File: src/rtl/alu_arbiter_if.sv
// Request, response and ALU-side signal bundle for alu_arbiter.
// The slave modport is the arbiter's view. The master modport is the view of
// the surrounding logic: the requesters and the external ALU.
interface alu_arbiter_if #(
   parameter int N   = 16,
   parameter int OPW = 4
);
   logic           req0_valid;
   logic           req0_ready;
   logic [N-1:0]   req0_a;
   logic [N-1:0]   req0_b;
   logic [OPW-1:0] req0_op;

   logic           req1_valid;
   logic           req1_ready;
   logic [N-1:0]   req1_a;
   logic [N-1:0]   req1_b;
   logic [OPW-1:0] req1_op;

   logic [N-1:0]   alu_a;
   logic [N-1:0]   alu_b;
   logic [OPW-1:0] alu_op;
   logic [N-1:0]   alu_out;

   logic           resp0_valid;
   logic           resp1_valid;
   logic [N-1:0]   resp_data;
   logic           resp_err;

   modport slave (
      input  req0_valid, req0_a, req0_b, req0_op,
      output req0_ready,
      input  req1_valid, req1_a, req1_b, req1_op,
      output req1_ready,
      output alu_a, alu_b, alu_op,
      input  alu_out,
      output resp0_valid, resp1_valid, resp_data, resp_err
   );

   modport master (
      output req0_valid, req0_a, req0_b, req0_op,
      input  req0_ready,
      output req1_valid, req1_a, req1_b, req1_op,
      input  req1_ready,
      input  alu_a, alu_b, alu_op,
      output alu_out,
      input  resp0_valid, resp1_valid, resp_data, resp_err
   );
endinterface

File: src/rtl/alu_arbiter.sv
// Round-robin arbiter that shares one external ALU between two requesters.
// An accepted operation is registered onto the ALU inputs. The ALU is given
// one full cycle to settle. The result is then captured and returned to the
// owner with a one-cycle pulse. An opcode above 7 is answered with data 0
// and the error flag set.
module alu_arbiter #(
   parameter int N   = 16,
   parameter int OPW = 4
) (
   input logic clk,
   input logic rst,
   alu_arbiter_if.slave bus
);

   typedef enum logic {IDLE, EXEC} state_t;

   localparam logic [OPW-1:0] LAST_DEFINED_OP = OPW'(7);

   state_t         state;
   state_t         next_state;
   logic           last_grant;
   logic           owner;
   logic           err;
   logic           ready0;
   logic           ready1;
   logic           accept0;
   logic           accept1;
   logic [N-1:0]   alu_a_q;
   logic [N-1:0]   alu_b_q;
   logic [OPW-1:0] alu_op_q;
   logic [N-1:0]   resp_data_q;
   logic           resp_err_q;
   logic           resp0_q;
   logic           resp1_q;

   // Grant selection in IDLE: a lone requester wins, and a tie goes to the port that did not win last.
   always_comb begin
      next_state = state;
      ready0     = 1'b0;
      ready1     = 1'b0;
      if (state == IDLE && !rst) begin
         if (bus.req0_valid && bus.req1_valid) begin
            ready0 = last_grant;
            ready1 = !last_grant;
         end else begin
            ready0 = bus.req0_valid;
            ready1 = bus.req1_valid;
         end
      end
      accept0 = ready0 && bus.req0_valid;
      accept1 = ready1 && bus.req1_valid;
      case (state)
         IDLE:    if (accept0 || accept1) next_state = EXEC;
         EXEC:    next_state = IDLE;
         default: next_state = IDLE;
      endcase
   end

   // State register. A reset drops any operation that is in flight.
   always_ff @(posedge clk) begin
      if (rst) state <= IDLE;
      else     state <= next_state;
   end

   // Operand capture on acceptance, then result capture and response pulse when EXEC ends.
   always_ff @(posedge clk) begin
      if (rst) begin
         last_grant  <= 1'b1;
         owner       <= 1'b0;
         err         <= 1'b0;
         alu_a_q     <= '0;
         alu_b_q     <= '0;
         alu_op_q    <= '0;
         resp_data_q <= '0;
         resp_err_q  <= 1'b0;
         resp0_q     <= 1'b0;
         resp1_q     <= 1'b0;
      end else begin
         resp0_q <= 1'b0;
         resp1_q <= 1'b0;
         if (accept0) begin
            alu_a_q    <= bus.req0_a;
            alu_b_q    <= bus.req0_b;
            alu_op_q   <= bus.req0_op;
            err        <= (bus.req0_op > LAST_DEFINED_OP);
            owner      <= 1'b0;
            last_grant <= 1'b0;
         end else if (accept1) begin
            alu_a_q    <= bus.req1_a;
            alu_b_q    <= bus.req1_b;
            alu_op_q   <= bus.req1_op;
            err        <= (bus.req1_op > LAST_DEFINED_OP);
            owner      <= 1'b1;
            last_grant <= 1'b1;
         end
         if (state == EXEC) begin
            resp_data_q <= err ? '0 : bus.alu_out;
            resp_err_q  <= err;
            resp0_q     <= !owner;
            resp1_q     <= owner;
         end
      end
   end

   assign bus.req0_ready  = ready0;
   assign bus.req1_ready  = ready1;
   assign bus.alu_a       = alu_a_q;
   assign bus.alu_b       = alu_b_q;
   assign bus.alu_op      = alu_op_q;
   assign bus.resp_data   = resp_data_q;
   assign bus.resp_err    = resp_err_q;
   assign bus.resp0_valid = resp0_q;
   assign bus.resp1_valid = resp1_q;

endmodule

File: src/flat_wrapper.sv
// flat-port wrapper written by rule: the top's interface ports become plain ports
module alu_arbiter_flat 
#(
   parameter int N   = 16,
   parameter int OPW = 4
)
  (clk, rst, bus_req0_valid, bus_req0_a, bus_req0_b, bus_req0_op, bus_req0_ready, bus_req1_valid, bus_req1_a, bus_req1_b, bus_req1_op, bus_req1_ready, bus_alu_a, bus_alu_b, bus_alu_op, bus_alu_out, bus_resp0_valid, bus_resp1_valid, bus_resp_data, bus_resp_err);
  alu_arbiter_if #(.N(N), .OPW(OPW)) bus_i ();
  input logic clk;
  input logic rst;
  input wire logic [$bits(bus_i.req0_valid)-1:0] bus_req0_valid;
  input wire logic [$bits(bus_i.req0_a)-1:0] bus_req0_a;
  input wire logic [$bits(bus_i.req0_b)-1:0] bus_req0_b;
  input wire logic [$bits(bus_i.req0_op)-1:0] bus_req0_op;
  output wire logic [$bits(bus_i.req0_ready)-1:0] bus_req0_ready;
  input wire logic [$bits(bus_i.req1_valid)-1:0] bus_req1_valid;
  input wire logic [$bits(bus_i.req1_a)-1:0] bus_req1_a;
  input wire logic [$bits(bus_i.req1_b)-1:0] bus_req1_b;
  input wire logic [$bits(bus_i.req1_op)-1:0] bus_req1_op;
  output wire logic [$bits(bus_i.req1_ready)-1:0] bus_req1_ready;
  output wire logic [$bits(bus_i.alu_a)-1:0] bus_alu_a;
  output wire logic [$bits(bus_i.alu_b)-1:0] bus_alu_b;
  output wire logic [$bits(bus_i.alu_op)-1:0] bus_alu_op;
  input wire logic [$bits(bus_i.alu_out)-1:0] bus_alu_out;
  output wire logic [$bits(bus_i.resp0_valid)-1:0] bus_resp0_valid;
  output wire logic [$bits(bus_i.resp1_valid)-1:0] bus_resp1_valid;
  output wire logic [$bits(bus_i.resp_data)-1:0] bus_resp_data;
  output wire logic [$bits(bus_i.resp_err)-1:0] bus_resp_err;
  assign bus_i.req0_valid = bus_req0_valid;
  assign bus_i.req0_a = bus_req0_a;
  assign bus_i.req0_b = bus_req0_b;
  assign bus_i.req0_op = bus_req0_op;
  assign bus_req0_ready = bus_i.req0_ready;
  assign bus_i.req1_valid = bus_req1_valid;
  assign bus_i.req1_a = bus_req1_a;
  assign bus_i.req1_b = bus_req1_b;
  assign bus_i.req1_op = bus_req1_op;
  assign bus_req1_ready = bus_i.req1_ready;
  assign bus_alu_a = bus_i.alu_a;
  assign bus_alu_b = bus_i.alu_b;
  assign bus_alu_op = bus_i.alu_op;
  assign bus_i.alu_out = bus_alu_out;
  assign bus_resp0_valid = bus_i.resp0_valid;
  assign bus_resp1_valid = bus_i.resp1_valid;
  assign bus_resp_data = bus_i.resp_data;
  assign bus_resp_err = bus_i.resp_err;
  alu_arbiter #(.N(N), .OPW(OPW)) u_core (.clk(clk), .rst(rst), .bus(bus_i));
endmodule
File: config.mk
export PLATFORM = sky130hd
export DESIGN_NAME = alu_arbiter_flat
export DESIGN_NICKNAME = d
export VERILOG_FILES = /design/src/rtl/alu_arbiter_if.sv /design/src/rtl/alu_arbiter.sv /design/src/flat_wrapper.sv
export SDC_FILE = /design/constraint.sdc
export NUM_CORES = 1
export LEC_CHECK = 0
export CORE_ASPECT_RATIO = 0.6
export CORE_MARGIN = 5
export CORE_UTILIZATION = 43
export DETAILED_ROUTE_END_ITERATION = 8
export PLACE_DENSITY = 0.86
export SYNTH_ARGS = -nofsm -noshare
export SYNTH_HDL_FRONTEND = slang
export SYNTH_SLANG_ARGS = --single-unit
File: constraint.sdc
create_clock -name clk -period 3.4 [get_ports clk]
set_input_delay 0.68 -clock clk [delete_from_list [all_inputs] [get_ports clk]]
set_output_delay 0.68 -clock clk [all_outputs]
set_load 0.1 [all_outputs]
==> results.md <==
- IO Pins: 149
- Hold Buf Count CTS: 0
- CP required: 2.72 ns
- Worst setup EP type: output pin
- Cell count after synthesis: 287
- Via count: 3,097
- Core Rows: 23
- IO buf count: 148
- Hold WC Path Type: flip-flop to flip-flop
- LEAKAGE: 1.54 nW
- Final hold slack: 0.446 ns
- Leading area contributor after synthesis: dfxtp_1
- Synth top area share: 40.7%
- Unrepaired setup endpoints after global routing: false
- PD cells: 529 mW/mm^2
- CTS tree: done
- Post-synth EDFFs: 0
- Slew headroom: 32.3%
- Fin crit period: 2.52 ns
- Routed length on met2: 4.67 mm
- DRC: 0
- Avg Inst Size Synth: 10.1 um^2
- Pre-CTS setup slack: 0.874 ns
- Synth-to-layout area growth: 58.7%
- Async SR Flop Fraction: 0%
- CP Launch Type: primary input
- Global-route wire length before repair: 16.4 mm
- Max-cap violations: 0
- Clk_lat worst skew: 0.32 ns
- H-tree depth: 3
- CTS buffer count: 9
- Detail Route Antenna Nets: 0
- Maximum clock frequency: 396 MHz
- WL/cell: 20.7 um
- Syn Nets: 379
- Worst EP arrival: 1.84 ns
- Setup Buffers After CTS: 0
- Final Max Tran Viols: 0
- GP Congestion: 0.908
- TNS Setup: 0 ns
- Top-count cell post-synth: nor4_1
- Clk_skew: 0.00714 ns
- Cts repair resizes: 0
- Syn. warnings: 0
- Num Clock Sinks: 59
- HPWL Detailed: 6.94 mm
- Slew @ Worst Pin: 1.01 ns
- Largest net degree at the start of global routing: 55
- Final setup margin: 0.877 ns
- Starting DRT DRC Count: 382
- Share of layout cells above drive strength 1: 20.5%
- Yosys cell types: 30
- VDD IR max: 0.000304 V
- Chip Height: 73.6 um
- Max Buffers Root-to-Sink: 2
- Setup Viol. Count Final: 0
- Final period util: 74.2%
- Status: finished clean
- Total GRT Usage: 24.5%
- Highest metal used: met4
- Synth top area cells: dfxtp_1, nor4_1, a2111oi_2
- Metal3 WL: 964 um
- Core area: 0.00662 mm^2
- Final WL: 10.5 mm
- Metal-1 WL: 4.71 mm
- Clock Pin Slew Worst Setup and Hold Paths: 0.05 ns
- Router iterations before antenna repair: 5
- Final hold vios: 0
- Ant diodes: 0
- Most frequent cells after synthesis: nor4_1, dfxtp_1, a21oi_1, a2111oi_2, buf_2
- Top_reg_cell synth: dfxtp_1
- Critical path peak fanout: 25
- Post-Syn Area: 0.00290 mm^2
- Die area: 0.00854 mm^2
- Root buf cell: clkbuf_16
- Die W: 116 um
- Final net count: 506
- DR vias/cell: 6.12
- Post-synthesis sequential area ratio: 40.7%
- Initial antenna violation count: 0
- Post-synthesis register bit count: 59
- Vias in the first global route: 3,119
- Grt total ovfl: 0
- WS Path Type: primary input to output pin
- Initial Util: 43.8%
==> layer usage <==
| metal | vias to the layer above | track usage, % |
|---|---|---|
| met5 | - | 0 |
| met4 | 0 | 7.72 |
| met3 | 14 | 7.08 |
| met2 | 186 | 37.0 |
| met1 | 1468 | 33.8 |
| li1 | 1429 | - |
==> worst paths after layout <==
check                    start                      to  slack, ns  depth (start not counted)
setup / recovery           rst          bus_req0_ready       0.88                          4
hold / removal    u_core.owner  u_core.bus.resp0_valid       0.45                          1
hold reg to reg   u_core.owner  u_core.bus.resp0_valid       0.45                          1
setup reg to reg  u_core.state     u_core.bus.alu_b[5]       1.53                          4
==> logic make-up (layout without fill, tap and decap cells) <==
group / Yosys count / after routing / synth area share (%)
flip-flops: 59 / 59 / 40.7
AND/OR/NAND/NOR: 86 / 86 / 18.2
multiplexers: 1 / 1 / 0.345
AO/OA/AOI/OAI: 94 / 94 / 31.8
buffers and inverters: 47 / 179 / 9.01
==> per-stage QoR <==
| step | cells | utilization, % | total power, mW | cell area [um^2] |
|---|---|---|---|---|
| after floorplan | 287 | - | 1.36 | 2910 |
| after global placement | 490 | 65.3 | 1.60 | 4320 |
| after detailed placement | 490 | 65.3 | 1.61 | 4320 |
| after CTS | 506 | 69.6 | 2.45 | 4600 |
| after global routing | 506 | 69.6 | 2.52 | 4600 |
| final | 506 | 69.6 | 2.43 | 4600 |
==> report_power, final <==
part / switching, mW / total (mW) / internal [mW]
Clock: 0.326 / 0.837 / 0.510
Combinational: 0.566 / 0.809 / 0.243
Sequential: 0.0415 / 0.788 / 0.746
Total: 0.934 / 2.43 / 1.50
==> sequential cells by signal, summed over array words and instances, names as in the netlist <==
signal / cells
u_core.bus.resp1_valid: 1
u_core.bus.resp_data: 16
u_core.bus.resp_err: 1
u_core.owner: 1
u_core.err: 1
u_core.bus.resp0_valid: 1
u_core.state: 1
u_core.bus.alu_b: 16
u_core.bus.alu_op: 4
u_core.last_grant: 1
u_core.bus.alu_a: 16
==> placed cells by master, fill, tap and decap left out, types with 9 or more instances in the layout <==
cell type        netlist  layout
clkdlybuf4s50_1        0     130
nor4_1                70      70
dfxtp_1               59      58
a21oi_1               38      38
a2111oi_2             29      29
buf_4                  2      25
a22o_1                16      16
clkbuf_16              0       9
==> worst max-delay path: stages <==
cell and delay (ns):
buf_2 0.25, or2_4 0.41, nor3_2 0.28, buf_12 0.21
==> final cells by class <==
cell class / instances / area [um^2]
Sequential cell: 59 / 1180
Multi-Input combinational cell: 181 / 1480
Timing Repair Buffer: 159 / 1540
Tap cell: 87 / 109
Clock buffer: 10 / 239
Clock inverter: 6 / 41.3
Fill cell: 526 / 2010
Inverter: 4 / 15.0
Power figures use the tool's default switching activity.
